## config.mk

```make
export PLATFORM = sky130hd
export DESIGN_NAME = note_select_gate
export DESIGN_NICKNAME = d
export VERILOG_FILES = /design/src/rtl/note_select_gate_pkg.sv /design/src/rtl/note_select_gate_key_debounce.sv /design/src/rtl/note_select_gate.sv
export SDC_FILE = /design/constraint.sdc
export NUM_CORES = 1
export LEC_CHECK = 0
export BUFFER_PORTS_ARGS = -buffer_cell sky130_fd_sc_hd__buf_4
export CORE_MARGIN = 5
export CORE_UTILIZATION = 45
export CTS_CLUSTER_DIAMETER = 60
export DETAILED_ROUTE_END_ITERATION = 16
export SYNTH_ARGS = -nofsm -noshare
export SYNTH_HDL_FRONTEND = slang
export SYNTH_SLANG_ARGS = --single-unit
export TNS_END_PERCENT = 100
```

## constraint.sdc

```tcl
create_clock -name clk -period 6.39 [get_ports clk]
set_clock_uncertainty 0.1 [all_clocks]
set_input_delay 0.639 -clock clk [delete_from_list [all_inputs] [get_ports clk]]
set_output_delay 0.639 -clock clk [all_outputs]
set_load 0.01 [all_outputs]
```

## src/rtl/note_select_gate_pkg.sv

```systemverilog
// Shared definitions for the note selector: FSM encodings and the default debounce length.
package note_select_gate_pkg;

  typedef enum logic [1:0] {
    ST_IDLE  = 2'd0,
    ST_ARM   = 2'd1,
    ST_PLAY  = 2'd2,
    ST_DRAIN = 2'd3
  } state_t;

  localparam int DEB_CYCLES_DEFAULT = 500000;

endpackage

```

## src/rtl/note_select_gate_key_debounce.sv

```systemverilog
// One key: two-flop synchroniser, then a stable value that only follows the synced
// input after DEB_CYCLES consecutive disagreeing cycles.
module key_debounce
  import note_select_gate_pkg::*;
#(
  parameter int DEB_CYCLES = DEB_CYCLES_DEFAULT
) (
  input  logic clk,
  input  logic reset,
  input  logic key_raw,
  output logic key_db
);

  localparam int CW = $clog2(DEB_CYCLES + 1);
  localparam logic [CW-1:0] CNT_LAST = CW'(DEB_CYCLES - 1);

  logic [1:0]    sync;
  logic [CW-1:0] cnt;

  always_ff @(posedge clk or posedge reset) begin
    if (reset) begin
      sync   <= '0;
      cnt    <= '0;
      key_db <= 1'b0;
    end else begin
      sync <= {sync[0], key_raw};
      if (sync[1] == key_db) begin
        cnt <= '0;
      end else if (cnt == CNT_LAST) begin
        // this cycle is the DEB_CYCLES-th disagreeing one
        key_db <= sync[1];
        cnt    <= '0;
      end else begin
        cnt <= cnt + CW'(1);
      end
    end
  end

endmodule

```

## src/rtl/note_select_gate.sv

```systemverilog
// Debounced lowest-index key selects one timer tone; changes only happen while the tone is low.
// Optional VOLUME_PWM_EN adds a free-running duty counter that scales the output by volume.
module note_select_gate
  import note_select_gate_pkg::*;
#(
  parameter int NUM_NOTES  = 8,
  parameter int DEB_CYCLES = DEB_CYCLES_DEFAULT,
  parameter int VOL_BITS   = 4
) (
  input  logic                         clk,
  input  logic                         reset,
  input  logic [NUM_NOTES-1:0]         key_raw,
  input  logic [NUM_NOTES-1:0]         tone_in,
  input  logic [VOL_BITS-1:0]          volume,
  output logic                         audio_out,
  output logic [$clog2(NUM_NOTES)-1:0] note_idx,
  output logic                         note_valid,
  output logic [NUM_NOTES-1:0]         keys_db
);

  localparam int IW = $clog2(NUM_NOTES);

  state_t        state, state_nxt;
  logic [IW-1:0] sel, sel_nxt;
  logic [IW-1:0] want;
  logic          none;
  logic          gate_nxt;
  logic          audio_nxt;

  for (genvar g = 0; g < NUM_NOTES; g++) begin : g_key
    key_debounce #(.DEB_CYCLES(DEB_CYCLES)) u_deb (
      .clk    (clk),
      .reset  (reset),
      .key_raw(key_raw[g]),
      .key_db (keys_db[g])
    );
  end

  always_comb begin
    want = '0;
    for (int i = NUM_NOTES - 1; i >= 0; i--) begin
      if (keys_db[i]) want = IW'(i);
    end
  end

  assign none = ~|keys_db;

  always_comb begin
    state_nxt = state;
    sel_nxt   = sel;
    gate_nxt  = 1'b0;
    case (state)
      ST_IDLE: begin
        if (!none) begin
          sel_nxt   = want;
          state_nxt = ST_ARM;
        end
      end
      ST_ARM: begin
        if (none) begin
          state_nxt = ST_IDLE;
        end else begin
          sel_nxt = want;
          if (!tone_in[want]) state_nxt = ST_PLAY;
        end
      end
      ST_PLAY: begin
        gate_nxt = tone_in[sel];
        if (none || (want != sel)) state_nxt = ST_DRAIN;
      end
      ST_DRAIN: begin
        // finish the current high half before letting go of the note
        if (tone_in[sel]) gate_nxt = 1'b1;
        else              state_nxt = none ? ST_IDLE : ST_ARM;
      end
      default: state_nxt = ST_IDLE;
    endcase
  end

`ifdef VOLUME_PWM_EN
  logic [VOL_BITS-1:0] pwm_cnt;

  always_ff @(posedge clk or posedge reset) begin
    if (reset) pwm_cnt <= '0;
    else       pwm_cnt <= pwm_cnt + VOL_BITS'(1);
  end

  assign audio_nxt = gate_nxt & (pwm_cnt < volume);
`else
  logic unused_volume;
  assign unused_volume = ^volume;
  assign audio_nxt     = gate_nxt;
`endif

  always_ff @(posedge clk or posedge reset) begin
    if (reset) begin
      state     <= ST_IDLE;
      sel       <= '0;
      audio_out <= 1'b0;
    end else begin
      state     <= state_nxt;
      sel       <= sel_nxt;
      audio_out <= audio_nxt;
    end
  end

  assign note_valid = (state == ST_PLAY);
  assign note_idx   = note_valid ? sel : '0;

endmodule

```

## Yosys cells after proc, flatten, opt, wreduce, memory -nomap -nowiden

Cells that the tools add are included.

- Register bits after elaboration: 182
- Bits of input ports: 22
- Output and inout bits: 13
- Word-level logic and storage cells: 122

- Add/sub/neg operators: 8
- Magnitude comparators: 2
- Equal/unequal tests: 24
- Muxes and demuxes: 38
- Bitwise operators: 8
- Reduce and logical (&&, ||, !) cells: 15

Operators by type and width:

| kind | number |
|---|---|
| $mux W19 | 16 |
| $add A19 B1 Y19 const B | 8 |
| $eq A19 B19 Y1 const B | 8 |
| $mux W3 | 9 |
| $reduce_and A2 Y1 | 9 |
| $mux W2 | 5 |
| $eq A1 B1 Y1 | 8 |
| $lt A3 B4 Y1 const B | 2 |
| $not A1 Y1 | 8 |
| $pmux W2 S4 | 1 |
| $reduce_or A8 Y1 | 1 |
| $bmux W1 S3 | 2 |
| $eq A2 B2 Y1 const B | 2 |
| $mux W1 | 4 |
| $ne A2 B2 Y1 const B | 2 |
| $reduce_and A4 Y1 | 1 |
| $ne A3 B3 Y1 | 1 |
| $ne A3 B3 Y1 const B | 1 |
| $eq A2 B1 Y1 const B | 1 |
| $logic_not A2 Y1 | 1 |
| $ne A2 B1 Y1 const B | 1 |
| $pmux W1 S2 | 1 |
| $reduce_or A2 Y1 | 1 |
| $logic_not A1 Y1 | 1 |
| $logic_or A1 B1 Y1 | 1 |

## Depth between registers and ports, before layout

- Depth after elaboration: 13
- Mapped depth: 7
- Mapped depth without buffers: 7

## Hierarchy

Synthesis repeated with hierarchy kept, for this count alone.

- Cell total of the unflattened synthesis: 873
- Area total of the unflattened synthesis: 9267.6 µm²

Modules (own cells, without submodules):

| module | instances | cells each | area each (µm²) | seq. area each (µm²) |
|---|---|---|---|---|
| key_debounce | 8 | 103 | 1091.0 | 550.5 |
| note_select_gate | 1 | 49 | 539.3 | 150.1 |

## Worst setup path after synthesis

Ideal clock, no wire load.

- Path type: flip-flop to flip-flop
- Start: register g_key[3].u_deb.key_db
- End: register (tool-made name)
- Setup time: 0.122 ns
- Arrival time: 2.039 ns
- Required time: 6.168 ns
- Slack: 4.130 ns
- Stages on the path, launching flop included: 8
- Path buffers: 1
- Clock period less this slack: 2.260 ns
- Path through: dfrtp_1 > buf_6 > or4_4 > nor2_4 > mux2i_1 > mux2_2 > a211o_1 > a32o_1

RTL lines:

| element | RTL line | source |
|---|---|---|
| from (decl) | note_select_gate_key_debounce.sv:11 | `output logic key_db` |
| from (signal assigned) | note_select_gate_key_debounce.sv:31 | `key_db <= sync[1];` |

==> run metrics <==
first-pass GRT wire length=26.6 mm; HPWL after DPL=10.1 mm; gr ovfl total=0; Top Metal Used=met4; WP data arrival=1.64 ns; delay-heaviest family, CP=simple AND/OR/NAND/NOR gates; final WL=15.1 mm; Die W=148 um; crit end category=output pin; worst path cell trace=nor2b_1, and2_1, buf_4; Post-Syn Instances=857; row count=50; slew margin rel.=41.3%; I/O pin total=35; post-synthesis sequential area ratio=53.3%; Post-Syn Area per Cell=9.97 um^2; Hold WS=0.218 ns; Buf/Inv on CP=1; type of element launching the critical path=register; fin crit period=2.38 ns; core area=18,700 um^2; Post-synth top flop=dfrtp_1; placed cell count=1,097; H-tree levels=4; buffer count from post-CTS setup fixing=0; post-route insts no fill=1,129; initial antenna violation count=0; worst min path class=in -> reg; max cap viols=0; antenna fix cells=0; layout cells sized above 1=9.72%; critical path fanouts, max=8; top post-synthesis cells by area=dfrtp_1, nor2_1, xor2_1; Synth top area share=53.3%; Worst-Skew Late Latency=0.42 ns; Finished Core Util=51.0%; Design Power=2300 uW; CTS Hold Buffers Added=0; critical path's slowest cell=dfrtp_1; actual slew at the worst max-slew pin=0.881 ns; library cells used by synthesis=45; M1 wire length=7.50 mm; chip height=148 um; full die area=21,900 um^2; Worst EP required=5.65 ns; Worst IR Drop VDD=189 uV; total CTS buffers=17; RD Place Congestion=0.732; DR DRC count=0; status=finished clean; Syn. warnings=0; synthesized flop and latch total=182; GR Util All Layers=14.8%; antenna-violating nets left=0; # fillers=1,736; DR WL met2=6.89 mm; Post-synth EDFFs=0; IO Port Bufs=30; Pre-Repair DR Iteration Count=4; Clock Sink Count=182; number of global-route vias before repair=5,686; Area Growth Syn to Fin=11.7%; DR WL/cell=13.3 um; Async S/R FF share, synth=100%; vias per inst=5.08; post_cts resized=0; final hold vios=0; Max stage delay on crit path=0.45 ns; final period utilization=37.2%; critical path type=reg -> out; RSZ-0062 raised after global routing=no; Starting Density=45.7%; P per Cell Area=241 nW/um^2; Setup TNS=0 ns; Netlist Area Pre-Place=8550 um^2; worst-case clock buffer depth=2; Synthesized Nets=887; CTS tree=done; Via Count=5,739; largest net degree at the start of global routing=126; CTS clk-pin slew, worst paths=0.07 ns; Met3 Routed Length=502 um; Nets=912; P_leak=0.00412 uW; area leader, netlist=dfrtp_1; fin. max-slew vios=0; initial drt markers=188; Max Clk Rate=421 MHz; root buffer cell=clkbuf_16; Final setup viols=0
final cells by class:
type	count	area, um^2	area share, %
Inverter	26	105	1.10
Multi-Input combinational cell	623	3760	39.4
Timing Repair Buffer	32	240	2.52
Tap cell	234	293	3.07
Sequential cell	182	4550	47.7
Clock inverter	11	125	1.31
Clock buffer	21	470	4.93
flip-flops by register name (all words and copies together), names as in the netlist, named ones only:
signal	cells
state	1
audio_out	1
sel	3
g_key.u_deb.sync	16
g_key.u_deb.key_db	8
g_key.u_deb.cnt	152
where the power goes:
group	total, uW	internal (uW)	switching (uW)
logic	75.6	24.2	51.4
registers	1180	1170	14.5
clock network	1040	607	436
metal layers:
metal  track usage (%)  vias up
li1                  -     2922
met1              20.7     2750
met2              23.0       53
met3              3.62       14
met4              4.43        0
met5                 0        -
cell usage in the layout (no fill, tap or decap), drive strengths merged, types with 11 or more instances in the layout:
cell type | Yosys | routed
a21oi | 13 | 13
and3 | 17 | 17
buf | 10 | 32
clkbuf | 16 | 21
dfrtp | 182 | 182
inv | 26 | 26
nand2 | 54 | 54
nand3 | 62 | 62
nand4 | 23 | 23
nor2 | 184 | 184
nor3 | 11 | 11
nor4 | 22 | 22
o21ai | 14 | 14
xnor2 | 60 | 60
xor2 | 77 | 77
through the flow:
step / instance area, um^2 / setup WS [ns]
floorplan: 8550 / 0.707
global placement: 8950 / 4.02
detailed placement: 8950 / 4.00
CTS: 9550 / 3.95
global route: 9550 / 3.85
finish: 9550 / 4.01
path summary, 6_finish.rpt:
check                                  startpoint                     end  slack (ns)  cells after the start
max                                      register             note_idx[1]        4.01                      3
min                                    key_raw[6]  g_key[6].u_deb.sync[0]        0.22                      1
max reg2reg                 g_key[6].u_deb.key_db                register        4.02                      6
min reg2reg                g_key[1].u_deb.sync[0]  g_key[1].u_deb.sync[1]        0.25                      0
max in group asynchronous                   reset   g_key[3].u_deb.cnt[0]        4.67                      3
min in group asynchronous                   reset   g_key[6].u_deb.key_db        0.26                      2
synth_stat cells (all sizes together), types with 3 or more instances:
master / number
xnor2: 60
mux2: 10
and2: 4
nor3: 11
mux2i: 3
nor4bb: 3
buf: 10
nor4b: 4
ha: 8
or3: 9
o21ai: 14
nand4: 23
nand3b: 3
clkbuf: 16
nand2: 54
inv: 26
or2: 9
xor2: 77
nand2b: 3
nor4: 22
nand3: 62
nor2: 184
or4: 3
a21oi: 13
and3: 17
dfrtp: 182
and4: 10
nor2b: 4
cell families (layout without fill, tap and decap cells):
| group | Yosys count | in the layout | share of synthesized area, % |
|---|---|---|---|
| adder cells (fa/ha/maj) | 8 | 8 | 1.17 |
| XOR/XNOR | 137 | 137 | 14.0 |
| multiplexers | 15 | 15 | 2.20 |
| flip-flops | 182 | 182 | 53.3 |
| AO/OA/AOI/OAI | 34 | 34 | 2.27 |
| buffers and inverters | 52 | 90 | 2.74 |
| AND/OR/NAND/NOR | 429 | 429 | 24.3 |
No activity file was read; power rests on OpenSTA's default activity.
